File: config.mk
export PLATFORM = sky130hd
export DESIGN_NAME = get_1hz
export DESIGN_NICKNAME = d
export VERILOG_FILES = /design/src/rtl/get_1hz.sv
export SDC_FILE = /design/constraint.sdc
export NUM_CORES = 1
export LEC_CHECK = 0
export CAP_MARGIN = 0
export CORE_MARGIN = 1
export CORE_UTILIZATION = 55
export DETAILED_ROUTE_END_ITERATION = 8
export GPL_TIMING_DRIVEN = 0
export HOLD_SLACK_MARGIN = 0.15
export PLACE_DENSITY = 0.68
export SLEW_MARGIN = 30
export SYNTH_ARGS = -nofsm -noshare
export SYNTH_HDL_FRONTEND = slang
export SYNTH_SLANG_ARGS = --single-unit
File: constraint.sdc
create_clock -name clk -period 2.6 [get_ports clk]
set_input_delay 0.26 -clock clk [delete_from_list [all_inputs] [get_ports clk]]
set_output_delay 0.26 -clock clk [all_outputs]
set_load 0.03 [all_outputs]
File: src/rtl/get_1hz.sv
// ---------------------------------------------------------------------------
// get_1hz
//   Divides the input clock down to a low-rate enable pulse and a matching
//   square wave. The division ratio DIV is CLK_FREQ_HZ / OUT_FREQ_HZ
//   (truncated), or SIM_DIV when the macro GET_1HZ_SIM_FAST_EN is defined
//   (short periods for simulation). DIV below 2 stops elaboration.
//
// Ports
//   clk  in   sole clock, rising edge
//   rst  in   synchronous, active-high reset
//   enb  out  registered one-cycle pulse, once every DIV cycles
//   sq   out  registered square wave, high while cnt < DIV/2
// ---------------------------------------------------------------------------
module get_1hz #(
    parameter int unsigned CLK_FREQ_HZ = 100_000_000,
    parameter int unsigned OUT_FREQ_HZ = 1,
    parameter int unsigned SIM_DIV     = 50_000
) (
    input  logic clk,
    input  logic rst,
    output logic enb,
    output logic sq
);

`ifdef GET_1HZ_SIM_FAST_EN
    localparam bit FAST = 1'b1;
`else
    localparam bit FAST = 1'b0;
`endif

    // A zero output rate yields DIV = 0, which the check below rejects.
    localparam int unsigned RATIO_DIV = (OUT_FREQ_HZ == 0) ? 0 : CLK_FREQ_HZ / OUT_FREQ_HZ;
    localparam int unsigned DIV       = FAST ? SIM_DIV : RATIO_DIV;

    // Width clamped to 1 only so an illegal DIV reaches the fatal check
    // instead of tripping over a zero-width vector first.
    localparam int unsigned CW = (DIV < 2) ? 1 : $clog2(DIV);

    localparam logic [CW-1:0] LAST = CW'(DIV - 1);
    localparam logic [CW-1:0] HALF = CW'(DIV / 2);

    if (DIV < 2) begin : g_bad_div
        $fatal(1, "get_1hz: division ratio DIV=%0d is below 2", DIV);
    end

    logic [CW-1:0] cnt;
    logic [CW-1:0] cnt_nxt;
    logic          enb_nxt;
    logic          sq_nxt;

    // Wrap on the terminal count so cnt never reaches DIV, even when DIV
    // is not a power of two.
    always_comb begin
        cnt_nxt = '0;
        if (cnt != LAST) begin
            cnt_nxt = cnt + CW'(1);
        end
    end

    // enb looks at the current count, so it rises on the edge where cnt
    // wraps back to 0; sq looks at the count being loaded, so it tracks the
    // registered cnt without a cycle of lag.
    always_comb begin
        enb_nxt = (cnt == LAST);
        sq_nxt  = (cnt_nxt < HALF);
    end

    always_ff @(posedge clk) begin
        if (rst) begin
            cnt <= '0;
            enb <= 1'b0;
            sq  <= 1'b1;
        end else begin
            cnt <= cnt_nxt;
            enb <= enb_nxt;
            sq  <= sq_nxt;
        end
    end

endmodule

==> metrics, run 1 <==
crit path max fanout=6; Port Buffers=3; Core ar.=2780 sq um; gr ovfl total=0; Hold Crit Class=register to register; final core utilization=63.9%; area grow syn2layout=8.39%; vias in the first global route=1,241; clock transition at the registers of the reported paths=0.09 ns; maximum VDD drop=0.434 mV; FF/Latch Area=581 sq um; Sw Share=24.4%; Comb pwr share=2.7%; Clock Skews=0.00734 ns; Rel. slew slack=63.8%; Hold Violations, Final=0; Syn Area/Cell=8.46 sq um; WL final=3.41 mm; Setup Buffers After CTS=0; worst skew pair latency=0.34 ns; post-synthesis cell area=1640 sq um; area of the die=3200 sq um; share of cells above drive strength 1=13.2%; Setup Viol. Count Final=0; H-tree depth=2; ANT nets after route=0; Min Clock Period, post-route=2.47 ns; dominant synthesized flop cell=dfxtp_1; antenna cell count=0; status=complete, no violations; largest area contributor in the netlist=dfxtp_1; initial core utilization=59.0%; Ys Warns=0; Longest Clk Path Bufs=2; CTS resizes=0; leak pwr=0.000675 uW; Cells after Synth=194; Crit path largest cell delay=0.56 ns; ranking of synthesized cells by area=dfxtp_1, xor2_1, nor2_1, nand4_1, nand2_1; syn_nets=197; I/O Pins=4; Std-Cell Rows=19; PD cells=416 nW/um^2; Final nets=206; leading post-synthesis cells by instance count=nor2_1, dfxtp_1, xor2_1; Period Utilization, post-route=95.1%; Fin Setup TNS=0 ns; routed len/inst=14.5 um; fmax=0.404 GHz; ys async rst share=0%; RSZ-0062 raised after global routing=false; Vias/cell=6.03; crit path cell chain=ha_1 > nand3_1 > or4_4 > buf_6 > nor4_1 > o21ai_2 > or2_1 > a21oi_1 > a31oi_1; Final GP Congestion=0.898; Slowest cell on crit path=or4_4; overall power=739 uW; register bit count reported by yosys=29; number of max-slew violations in the final report=0; CP endpoint kind=register; number of flops mapped to enable cells by yosys=0; sw power=180 uW; Die X=56.6 um; Flop pwr share=61.2%; Multi-input gate area=976 sq um; via count=1,418; Die H=56.6 um; drt pass-1 iters=4; CP bufs+invs=1; gr usage total=22.9%; worst-margin pin slew=0.539 ns; pin count of the biggest net entering global routing=11; Max-Cap Viols=0; Yosys top cell area share=35.4%; Synth cell types=46; HPWL after DPL=2.40 mm; Crit path max-delay family=simple AND/OR/NAND/NOR gates; most numerous cell in the Yosys netlist=nor2_1; Fill cells=262; post-synthesis sequential area ratio=35.4%; Critical Path RT=2.82 ns; Worst setup SP type=register; CTS buffer count=5; initial antenna violation count=0; DRC violations left=0; clock share of power=36.1%; DR iter-0 viols=31; clock sinks=29; kind of critical path=register to register; Critical Path AT=2.69 ns; first-pass GRT wire length=5.63 mm; cts hold-fix bufs=0; CTS tree=yes; Power Internal=559 uW; Root Buffer=clkbuf_4
[power by group through the flow]
stage | sequential (uW) | combinational [uW] | clock, uW
detailed placement | 463 | 20.4 | 0
global placement | 462 | 19.7 | 0
CTS | 452 | 20.6 | 270
global route | 453 | 22.4 | 285
finish | 452 | 20.2 | 267
floorplan | 462 | 14.2 | 0
[state kept, by name (all words and copies together) (netlist names)]
signal / cells
enb: 1
cnt: 27
sq: 1
[metrics by stage]
stage / worst slack [ns] / hold slack [ns] / cells / area [sq um]
3_5_place_dp: 0.0855 / 0.480 / 228 / 1710
6_report: 0.127 / 0.493 / 235 / 1780
5_1_grt: 0.00729 / 0.525 / 235 / 1780
4_1_cts: 0.0610 / 0.503 / 236 / 1760
2_1_floorplan: 0.444 / 0.438 / 194 / 1640
3_3_place_gp: 0.143 / 0.458 / 228 / 1710
[layout make-up]
class	instances	share of cell area [%]
plain buffers	13	5.49
clock buffers	6	2.32
clock inverters	2	0.563
inverters	1	0.211
multi-input cells	150	54.9
flip-flops and latches	29	32.7
well taps	31	2.18
repair buffers	3	1.69
[final timing paths]
check                         start                 to  cells past startpoint  slack [ns]
setup / recovery  cnt[0]$_SDFF_PP0_      sq$_SDFF_PP1_                      9        0.13
hold / removal    cnt[0]$_SDFF_PP0_  cnt[0]$_SDFF_PP0_                      1        0.49
setup reg to reg  cnt[0]$_SDFF_PP0_      sq$_SDFF_PP1_                      9        0.13
hold reg to reg   cnt[0]$_SDFF_PP0_  cnt[0]$_SDFF_PP0_                      1        0.49
[layer usage]
metal	share of wire (%)	up-vias	GRT usage, %
met2	45	19	34.5
met5	0	-	0
met4	2.1	0	11.1
li1	-	703	-
met1	49	687	30.9
met3	3.1	9	4.84
[placed cells by master, fill, tap and decap left out, types with 3 or more instances in the layout]
| cell type | instances |
|---|---|
| nor2_1 | 32 |
| dfxtp_1 | 29 |
| xor2_1 | 18 |
| nand2_1 | 15 |
| nand4_1 | 10 |
| nand3_1 | 10 |
| xnor2_1 | 6 |
| and3_1 | 5 |
| clkbuf_1 | 5 |
| a21oi_1 | 5 |
| clkbuf_4 | 5 |
| and4_1 | 4 |
| o21ai_0 | 4 |
| clkbuf_8 | 3 |
| nor3_1 | 3 |
| buf_2 | 3 |
| and2_1 | 3 |
| nor4_1 | 3 |
| clkdlybuf4s50_1 | 3 |
[logic make-up after synthesis]
group	synth area share [%]
AND/OR/NAND/NOR	36.7
flip-flops	35.4
XOR/XNOR	12.8
AO/OA/AOI/OAI	7.93
buffers and inverters	6.41
adder cells (fa/ha/maj)	0.763
Note: power is estimated with default switching activity, not from simulation.
==> run 2, diff against run 1 <==
==> constraint.sdc (replaced) <==
create_clock -name clk -period 2.6 [get_ports clk]
set_input_delay 0.26 -clock clk [delete_from_list [all_inputs] [get_ports clk]]
set_output_delay 0.26 -clock clk [all_outputs]
set_load 0.02 [all_outputs]
==> results of run 2 <==
No change in the layout: final DEF, timing and power equal those of run 1.
